**src/rtl/apb_master_arb_pkg.sv**
```systemverilog
// Shared types and widths for the two-master APB arbiter.
package apb_master_arb_pkg;

  localparam int unsigned ADDR_W = 40;
  localparam int unsigned DATA_W = 32;
  localparam int unsigned TO_W   = 8;

  typedef enum logic [1:0] {
    StIdle   = 2'd0,
    StSetup  = 2'd1,
    StAccess = 2'd2
  } state_e;

endpackage

```
**src/rtl/apb_arb_rr.sv**
```systemverilog
// Two-way round-robin pick; on a tie the port that was not granted last wins.
module apb_arb_rr (
  input  logic [1:0] req,
  input  logic       last_gnt,
  output logic [1:0] gnt
);

  always_comb begin
    gnt = 2'b00;
    case (req)
      2'b01:   gnt = 2'b01;
      2'b10:   gnt = 2'b10;
      2'b11:   gnt = last_gnt ? 2'b01 : 2'b10;
      default: gnt = 2'b00;
    endcase
  end

endmodule

```
**src/rtl/apb_master_arb.sv**
```systemverilog
// Arbitrates two requesters onto one APB master port with an ACCESS-phase timeout.
module apb_master_arb
  import apb_master_arb_pkg::*;
#(
  parameter logic [TO_W-1:0] TO_CYC = 8'd255
) (
  input  logic              pclk,
  input  logic              prst,
  input  logic              m0_req,
  input  logic [ADDR_W-1:0] m0_addr,
  input  logic              m0_write,
  input  logic [DATA_W-1:0] m0_wdata,
  output logic              m0_done,
  output logic              m0_err,
  output logic [DATA_W-1:0] m0_rdata,
  input  logic              m1_req,
  input  logic [ADDR_W-1:0] m1_addr,
  input  logic              m1_write,
  input  logic [DATA_W-1:0] m1_wdata,
  output logic              m1_done,
  output logic              m1_err,
  output logic [DATA_W-1:0] m1_rdata,
  output logic [ADDR_W-1:0] arb_xx_paddr,
  output logic              arb_xx_psel,
  output logic              arb_xx_penable,
  output logic              arb_xx_pwrite,
  output logic [DATA_W-1:0] arb_xx_pwdata,
  input  logic [DATA_W-1:0] xx_arb_prdata,
  input  logic              xx_arb_pready
);

  localparam logic [TO_W-1:0] ToLast = TO_CYC - 8'd1;

  state_e            state_q, state_d;
  logic              last_gnt_q;
  logic              cur_q;
  logic [TO_W-1:0]   cnt_q;
  logic [ADDR_W-1:0] paddr_q;
  logic              pwrite_q;
  logic [DATA_W-1:0] pwdata_q;
  logic [1:0]        done_q, err_q;
  logic [DATA_W-1:0] rdata0_q, rdata1_q;

  logic [1:0] gnt;
  logic       grant;
  logic       to_hit;
  logic       access_exit;
  logic       timeout;

  apb_arb_rr u_rr (
    .req      ({m1_req, m0_req}),
    .last_gnt (last_gnt_q),
    .gnt      (gnt)
  );

  // The done cycle doubles as a dead cycle so a still-held req is not regranted.
  assign grant  = (state_q == StIdle) && (done_q == 2'b00) && (gnt != 2'b00);
  assign to_hit = (TO_CYC != '0) && (cnt_q == ToLast);

  always_comb begin
    state_d     = state_q;
    access_exit = 1'b0;
    timeout     = 1'b0;
    case (state_q)
      StIdle:  if (grant) state_d = StSetup;
      StSetup: state_d = StAccess;
      StAccess: begin
        if (xx_arb_pready) begin
          state_d     = StIdle;
          access_exit = 1'b1;
        end else if (to_hit) begin
          state_d     = StIdle;
          access_exit = 1'b1;
          timeout     = 1'b1;
        end
      end
      default: state_d = StIdle;
    endcase
  end

  always_ff @(posedge pclk or posedge prst) begin
    if (prst) begin
      state_q    <= StIdle;
      last_gnt_q <= 1'b1;
      cur_q      <= 1'b0;
      cnt_q      <= '0;
      paddr_q    <= '0;
      pwrite_q   <= 1'b0;
      pwdata_q   <= '0;
      done_q     <= 2'b00;
      err_q      <= 2'b00;
      rdata0_q   <= '0;
      rdata1_q   <= '0;
    end else begin
      state_q <= state_d;
      if (grant) begin
        cur_q      <= gnt[1];
        last_gnt_q <= gnt[1];
        paddr_q    <= gnt[1] ? m1_addr  : m0_addr;
        pwrite_q   <= gnt[1] ? m1_write : m0_write;
        pwdata_q   <= gnt[1] ? m1_wdata : m0_wdata;
      end
      if (state_q == StSetup) begin
        cnt_q <= '0;
      end else if ((state_q == StAccess) && !xx_arb_pready) begin
        cnt_q <= cnt_q + 1'b1;
      end
      done_q <= 2'b00;
      err_q  <= 2'b00;
      if (access_exit) begin
        done_q[cur_q] <= 1'b1;
        err_q[cur_q]  <= timeout;
        if (!pwrite_q) begin
          if (cur_q) rdata1_q <= timeout ? '0 : xx_arb_prdata;
          else       rdata0_q <= timeout ? '0 : xx_arb_prdata;
        end
      end
    end
  end

  assign arb_xx_paddr   = paddr_q;
  assign arb_xx_pwrite  = pwrite_q;
  assign arb_xx_pwdata  = pwdata_q;
  assign arb_xx_psel    = (state_q != StIdle);
  assign arb_xx_penable = (state_q == StAccess);

  assign m0_done  = done_q[0];
  assign m1_done  = done_q[1];
  assign m0_err   = err_q[0];
  assign m1_err   = err_q[1];
  assign m0_rdata = rdata0_q;
  assign m1_rdata = rdata1_q;

endmodule

```
**config.mk**
```make
export PLATFORM = sky130hd
export DESIGN_NAME = apb_master_arb
export DESIGN_NICKNAME = d
export VERILOG_FILES = /design/src/rtl/apb_master_arb_pkg.sv /design/src/rtl/apb_arb_rr.sv /design/src/rtl/apb_master_arb.sv
export SDC_FILE = /design/constraint.sdc
export NUM_CORES = 1
export LEC_CHECK = 0
export CAP_MARGIN = 20
export CORE_ASPECT_RATIO = 0.5
export CORE_MARGIN = 3
export CORE_UTILIZATION = 39
export CTS_BUF_LIST = sky130_fd_sc_hd__clkbuf_8 sky130_fd_sc_hd__clkbuf_16
export DETAILED_ROUTE_END_ITERATION = 10
export GPL_TIMING_DRIVEN = 0
export PLACE_DENSITY = 0.78
export SLEW_MARGIN = 0
export SYNTH_ARGS = -nofsm -noshare
export SYNTH_HDL_FRONTEND = slang
export SYNTH_SLANG_ARGS = --single-unit
```
**constraint.sdc**
```tcl
create_clock -name pclk -period 4.4 [get_ports pclk]
set_input_delay 0.66 -clock pclk [delete_from_list [all_inputs] [get_ports pclk]]
set_output_delay 0.66 -clock pclk [all_outputs]
set_load 0.02 [all_outputs]
```
### Word-level counts from Yosys, hierarchy flattened

Index checks and enable logic that the tools add are counted.

* register bits: 153
* input bits: 183
* output and inout port bits: 143

* add/sub/neg operators: 1
* magnitude comparators: 2
* eq/ne operators: 8
* mux-type cells: 21
* bitwise gates (word level): 3
* reductions and logical operators: 13

Operators by type and width (number)
* two-way mux 32 bit: 2
* two-way mux 40 bit: 1
* two-way mux 8 bit: 2
* two-way mux 2 bit: 6
* case mux 2 bit (3 select lines): 2
* adder 8 x 1 -> 8 bit (second input constant): 1
* equality test 8 bit (second input constant): 1
* two-way mux 1 bit: 7
* equality test 2 bit (second input constant): 3
* AND reduction 3 bit: 2
* nonzero test 2 bit: 3
* equality test 2 x 1 -> 1 bit (second input constant): 2
* logical AND 1 bit: 4
* zero test 2 bit: 2
* inequality test 3 x 1 -> 1 bit (second input constant): 1
* bitwise AND 2 bit: 1
* less-than comparator 1 x 2 -> 1 bit (second input constant): 1
* inequality test 2 bit (second input constant): 1
* NOT 1 bit: 2
* AND reduction 2 bit: 1
* demux 1 bit (select 1 bit): 1
* >= comparator 1 bit (second input constant): 1
* zero test 1 bit: 1

### Depth between registers and ports, before layout

Gate-level depths: netlist of run 1.

* depth after elaboration: 6
* depth in mapped cells: 7
* mapped depth without buffers: 5

### Cells and area by module

A second synthesis of run 1 with hierarchy kept.

* cell total of the unflattened synthesis: 642
* area total of the unflattened synthesis: 7688.6 um2

Modules (own cells, without submodules)
* apb_master_arb: times used 1, cells an instance 639, area each 7669.9 um2, seq. area each 3829.9 um2
* apb_arb_rr: times used 1, cells an instance 3, area each 18.8 um2, seq. area each 0.0 um2

### Worst setup path after synthesis of run 1

OpenSTA, ideal clock, no wires.

* path type: input to register
* start point: in m1_req
* end point: reg paddr_q[24], in the netlist arb_xx_paddr[24]
* arrival: 1.851 ns
* path slack: 2.424 ns
* stages on the path: 5
* path buffers: 2
* path through: a21boi_0 -> buf_2 -> buf_2 -> mux2_2 -> mux2_2

* longest elaborated chain between the ends: 4

RTL lines
* start: declaration: line apb_master_arb.sv:16 `input logic m1_req,`
* equality test 2 bit or equality test 2 x 1 -> 1 bit (tied branches): line apb_arb_rr.sv:10 `case (req)`
* case mux 2 bit (3 select lines) (*): line apb_arb_rr.sv:10
* nonzero test 2 bit: line apb_master_arb.sv:57 `assign grant = (state_q == StIdle) && (done_q == 2'b00) && (gnt != 2'b00);`
* logical AND 1 bit: line apb_master_arb.sv:57
* end signal: assignment: line apb_master_arb.sv:99 `paddr_q <= gnt[1] ? m1_addr : m0_addr;`
* end: declaration: line apb_master_arb.sv:38 `logic [ADDR_W-1:0] paddr_q;`

Every way passes the cells marked *; elsewhere a longest branch is shown, timed or not.
A chain may end at the register's enable or synchronous reset.

### Worst setup path after layout of run 1

* start point: reg state_q[0]
* end point: out arb_xx_psel

* longest elaborated chain between the ends: 1

RTL lines
* start: declaration: line apb_master_arb.sv:34 `state_e state_q, state_d;`
* start signal: assignment: line apb_master_arb.sv:83 `state_q <= StIdle;`
* start signal: assignment: line apb_master_arb.sv:95 `state_q <= state_d;`
* nonzero test 2 bit: line apb_master_arb.sv:124 `assign arb_xx_psel = (state_q != StIdle);`
* end: declaration: line apb_master_arb.sv:24 `output logic arb_xx_psel,`

No other way between the ends.

==> results.cfg, run 1 <==
[floorplanning]
core_area_um2 = 18790
fp.dieH_um = 105.0
rows = 35
die_area_um2 = 21400
initial_core_util_pct = 40.66
fp.dieW_um = 203.9
ioPinCount = 326

[layout]
areaGrowthSynthToFinish_pct = 55.48
drive_gt1_share_pct = 22.70
multi_input_area_um2 = 3422
nNetsFinal = 1172
antenna_cells = 0
fin_util_pct = 63.22
n_fill_cell = 1492
fin_area_um2 = 11880
regArea_um2 = 3830

[power]
p_leak_nw = 5.044
power_mw = 8.359
ir_worst_vdd_uv = 327.2
pwr_density_cell_nw_per_um2 = 703.9

[logic_synthesis]
synth.most_common_cell = a21oi_1
synth_top_cells_by_count = a21oi_1, dfrtp_1, mux2_2
synth_area_um2 = 7639
syn_nets = 825
avgSynthCellArea_um2 = 11.94
ys_types = 43
ys_top_cells_by_area = dfrtp_1, mux2_2, a21oi_1, mux2_4, nor2b_1
synth_top_area_cell = dfrtp_1
synth_edf_count = 0
ys_ff_latch = 153
yosysWarnings = 0
yosysSeqAreaShare_pct = 50.14
async_reset_ff_share_pct = 100.0
yosysTopAreaCellShare_pct = 49.80
synth_flop_cell = dfrtp_1
syn_inst = 640

[grt]
gr-total-overflow = 0
grt_usage_pct = 21.72
grt_pass1_vias = 6865
antenna_found_initial = 0
grt_pass1_wl_mm = 37.15
grt_start_max_net_pins = 44

[clock_tree]
cts_resized = 0
holdBufCountCts = 0
cts_setup_buffers = 0
clock-sinks = 153
clkLatencyLatePin_ns = 0.42
path_clk_slew_ns = 0.06
numCtsBuffers = 17
ctsRootBufferMaster = clkbuf_16
h-tree-depth = 4
cts_tree = done
cts_max_path_buffers = 2

[drt]
post_drt_via_cell_ratio = 5.196
ant_nets = 0
via_count = 6542
dr.pass1.iters = 5
drc = 0
wl_per_cell_um = 18.79
drt_iter0_drc = 274
wirelength_mm = 23.66

[sta]
finalMaxSlewViolations = 0
finalCritPeriodShare_pct = 61.10
fmax_mhz = 371.9
rsz0062_at_grt = no
finClkSkew_ns = 0.01141
fin_crit_ns = 2.689
hold_slack_ns = 0.4825
finalHoldViolations = 0
worst_pin_slew_ns = 0.7266
max-slew-margin-rel_pct = 51.46
timing.setup.tns_ns = 0
setup_viol = 0

[setup_path]
path_class = reg2out
cp_slowest_cell = clkdlybuf4s50_1
critPathMaxStageDelay_ns = 0.56
end_kind = output pin
path_max_fanout = 10
crit_path_cell_trace = buf_6 > clkbuf_1 > or2_2 > clkdlybuf4s50_1
cp.arrival_ns = 2.03
critPathBufInv = 3
crit_required_ns = 3.74
crit_family = buffers and inverters
start_kind = register

[status]
status = complete, no violations

[worst_hold_path]
hold_class = reg2reg

[placement]
dp_hpwl_mm = 17.78
dpl-instance-area_um2 = 11280
portBuffers = 325
gp_congestion = 0.8053

[run]
cap_violations = 0
power breakdown:
group	switching [mW]	internal, mW
Clock	0.632	0.865
Combinational	2.10	2.29
Sequential	0.420	2.05
Total	3.15	5.21
cell type report:
cell class                      instances  share of cell area, %
Sequential cell                       153                  32.25
Multi-Input combinational cell        429                  28.81
Timing Repair Buffer                  328                  27.90
Clock buffer                           18                  3.698
Buffer                                 52                  3.066
Tap cell                              259                  2.729
Clock inverter                         14                  1.327
Inverter                                6                 0.2212
worst reg2reg max path, stage by stage, from the launching register on:
cell,delay [ns]
dfstp_2,0.37
a21boi_0,0.22
buf_2,0.33
buf_2,0.34
mux2_2,0.40
mux2_4,0.26
cell families (layout without fill, tap and decap cells):
logic type                 after synthesis  after routing  synth area share, %
and+or+nand+nor                         65             65                5.618
DFF                                    153            153                50.14
muxes                                  146            146                23.98
buffers and inverters                   58            418                5.061
AOI/OAI and AO/OA                      216            216                14.87
adders and majority gates                2              2               0.3275
placed cells by master (no fill, tap or decap), drive strengths merged, types with 3 or more instances in the layout:
cell type	netlist	final
o21ai	6	6
a21oi	194	194
clkinv	0	3
buf	39	42
clkdlybuf4s50	0	325
mux2	146	146
nor2b	33	33
nor4	3	3
dfrtp	152	152
nand2	8	8
inv	6	12
clkinvlp	0	3
nand4b	3	3
o31ai	4	4
clkbuf	13	31
final timing paths:
check                                       start                   endpoint  slack, ns  cells past startpoint
max reg2reg                last_gnt_q$_DFFE_PP1P_  arb_xx_pwrite$_DFFE_PP0P_       2.37                      5
min in group asynchronous                    prst    m0_rdata[6]$_DFFE_PP0P_       0.70                      2
max                        state_q[0]$_DFFE_PP0P_                arb_xx_psel       1.71                      4
min                          cnt_q[7]$_DFFE_PP0P_       cnt_q[7]$_DFFE_PP0P_       0.48                      1
max in group asynchronous                    prst     last_gnt_q$_DFFE_PP1P_       2.98                      3
min reg2reg                  cnt_q[7]$_DFFE_PP0P_       cnt_q[7]$_DFFE_PP0P_       0.48                      1
metal layers:
metal | wire (µm) | vias up | GRT usage (%)
met3 | 1546 | 43 | 5.633
met1 | 9956 | 3196 | 27.50
met2 | 11570 | 286 | 36.31
met5 | 0 | - | 0
met4 | 579 | 0 | 7.360
li1 | - | 3017 | -
flip-flops by register name, indices dropped and copies added (netlist names), 2 cells and up:
signal	count
m1_rdata	32
state_q	2
m0_rdata	32
done_q	2
arb_xx_paddr	40
arb_xx_pwdata	32
cnt_q	8
err_q	2
stage by stage:
step	cells	worst slack, ns
detailed placement	1227	1.497
CTS	1259	1.675
global placement	1224	0.4936
global route	1259	1.588
floorplan	640	1.810
finish	1259	1.711
(Power assumes the default switching activity.)
==> run 2: changes to the inputs <==
--- a/config.mk
+++ b/config.mk
@@ -8,11 +8,11 @@
 export CAP_MARGIN = 20
 export CORE_ASPECT_RATIO = 0.5
 export CORE_MARGIN = 3
-export CORE_UTILIZATION = 39
+export CORE_UTILIZATION = 43
 export CTS_BUF_LIST = sky130_fd_sc_hd__clkbuf_8 sky130_fd_sc_hd__clkbuf_16
 export DETAILED_ROUTE_END_ITERATION = 10
 export GPL_TIMING_DRIVEN = 0
-export PLACE_DENSITY = 0.78
+export PLACE_DENSITY = 0.81
 export SLEW_MARGIN = 0
 export SYNTH_ARGS = -nofsm -noshare
 export SYNTH_HDL_FRONTEND = slang
==> constraint.sdc (replaced) <==
create_clock -name pclk -period 2.68 [get_ports pclk]
set_input_delay 0.402 -clock pclk [delete_from_list [all_inputs] [get_ports pclk]]
set_output_delay 0.402 -clock pclk [all_outputs]
set_load 0.02 [all_outputs]
==> results.cfg, run 2 (synthesized netlist as in run 1, its figures left out) <==
[status]
status = complete, no violations

[setup_path]
cp.arrival_ns = 2.03
path_class = reg2out
crit_required_ns = 2.28
r2r_slack_ns = 0.64
worstReg2RegStart = last_gnt_q$_DFFE_PP1P_
start_kind = register
end_kind = output pin
path_max_fanout = 10
reg2reg_depth = 5
r2r_end = arb_xx_paddr[22]$_DFFE_PP0P_

[layout]
nNetsFinal = 1173
drive_gt1_share_pct = 22.78
largest_reg_flops = 40
regArea_um2 = 3830
n_fill_cell = 1202
multi_input_area_um2 = 3422
fin_util_pct = 70.22
most-common-layout-cells = clkdlybuf4s50_1, a21oi_1, dfrtp_1, mux2_2, mux2_4
final_common_cell = clkdlybuf4s50_1
areaGrowthSynthToFinish_pct = 55.23

[sta]
finalMaxSlewViolations = 0
worst_pin_slew_ns = 0.5301
rsz0062_at_grt = no
fin_crit_ns = 2.436
timing.setup.tns_ns = 0
finalCritPeriodShare_pct = 90.88
finClkSkew_ns = 0.01171
finalHoldViolations = 0
fmax_mhz = 410.6
max-slew-margin-rel_pct = 64.66
setup_viol = 0

[floorplanning]
core_area_um2 = 16890
initial_core_util_pct = 45.23
rows = 33
ioPinCount = 326
die_area_um2 = 19500
fp.dieW_um = 194.5
fp.dieH_um = 100.2

[placement]
gp_congestion = 0.8265
dp_hpwl_mm = 17.94
portBuffers = 325

[grt]
antenna_found_initial = 1
gr-total-overflow = 0
grt_pass1_wl_mm = 37.40
grt_start_max_net_pins = 43
grt_pass1_vias = 6842
grt_usage_pct = 24.09

[power]
pwr_density_cell_nw_per_um2 = 1159
pwr-share-comb_pct = 52.9
p_leak_nw = 5.055
p_sw_mw = 5.254
intPower_mw = 8.490
pwr-share-clk_pct = 17.7
pwr-share-seq_pct = 29.5
sw_frac_of_total_pct = 38.23
ir_worst_vdd_uv = 532.6

[drt]
wl_per_cell_um = 19.46
via_count = 6547
drc = 0
drt_iter0_drc = 302
post_drt_via_cell_ratio = 5.327
ant_nets = 0
dr.pass1.iters = 9
wirelength_mm = 23.92

[clock_tree]
holdBufCountCts = 0
clkLatencyLatePin_ns = 0.42
numCtsBuffers = 17
cts_tree = done
cts_resized = 0
h-tree-depth = 4
ctsRootBufferMaster = clkbuf_16
cts_max_path_buffers = 2
clock-sinks = 153
path_clk_slew_ns = 0.07
cts_setup_buffers = 0

[worst_hold_path]
hold_class = in2async

[run]
cap_violations = 0
==> run 2: worst max path at each step <==
stage	startpoint	endpoint	slack (ns)	cells after the start
finish	state_q[0]$_DFFE_PP0P_	arb_xx_psel	0.24	4
global route	state_q[0]$_DFFE_PP0P_	arb_xx_psel	0.13	4
CTS	state_q[0]$_DFFE_PP0P_	arb_xx_psel	0.23	4
detailed placement	m1_req	arb_xx_pwdata[2]$_DFFE_PP0P_	0.1	6
global placement	prst	arb_xx_pwdata[20]$_DFFE_PP0P_	-0.95	2
floorplan	prst	arb_xx_paddr[0]$_DFFE_PP0P_	0.35	1
==> run 2: cell type report <==
cell class | instances | share of cell area, %
Sequential cell | 153 | 32.30
Multi-Input combinational cell | 429 | 28.86
Timing Repair Buffer | 329 | 28.11
Clock buffer | 18 | 3.704
Buffer | 52 | 3.071
Tap cell | 227 | 2.395
Clock inverter | 14 | 1.319
Inverter | 6 | 0.2216
Antenna cell | 1 | 0.02110
==> run 2: stage by stage <==
stage / hold slack [ns] / power, mW / cells / setup WS, ns / area, µm²
floorplan: 0.4480 / 8.134 / 640 / 0.3479 / 7642
global placement: 0.4764 / 11.12 / 1192 / -0.9486 / 11180
detailed placement: 0.4863 / 11.33 / 1196 / 0.09794 / 11260
CTS: 0.3291 / 13.81 / 1228 / 0.2291 / 11860
global route: 0.3576 / 14.40 / 1228 / 0.1347 / 11860
finish: 0.3320 / 13.74 / 1229 / 0.2444 / 11860
==> run 2: critical path, cell delays in order, from the launching register on <==
cell and delay, ns:
dfrtp_1 0.37, buf_6 0.14, clkbuf_1 0.21, or2_2 0.34, clkdlybuf4s50_1 0.56
==> run 2: power by group through the flow <==
stage | clock network [mW] | logic, mW | registers [mW]
finish | 2.43 | 7.26 | 4.05
global route | 2.57 | 7.65 | 4.18
CTS | 2.46 | 7.31 | 4.05
detailed placement | 0 | 7.28 | 4.05
global placement | 0 | 7.12 | 4.01
floorplan | 0 | 2.95 | 5.18
==> run 2: layer usage <==
| metal | GRT usage, % | up-vias | wire [µm] |
|---|---|---|---|
| met3 | 5.198 | 46 | 1651 |
| met2 | 42.63 | 293 | 12080 |
| met4 | 8.490 | 0 | 691 |
| met5 | 0 | - | 0 |
| li1 | - | 3026 | - |
| met1 | 29.60 | 3182 | 9496 |
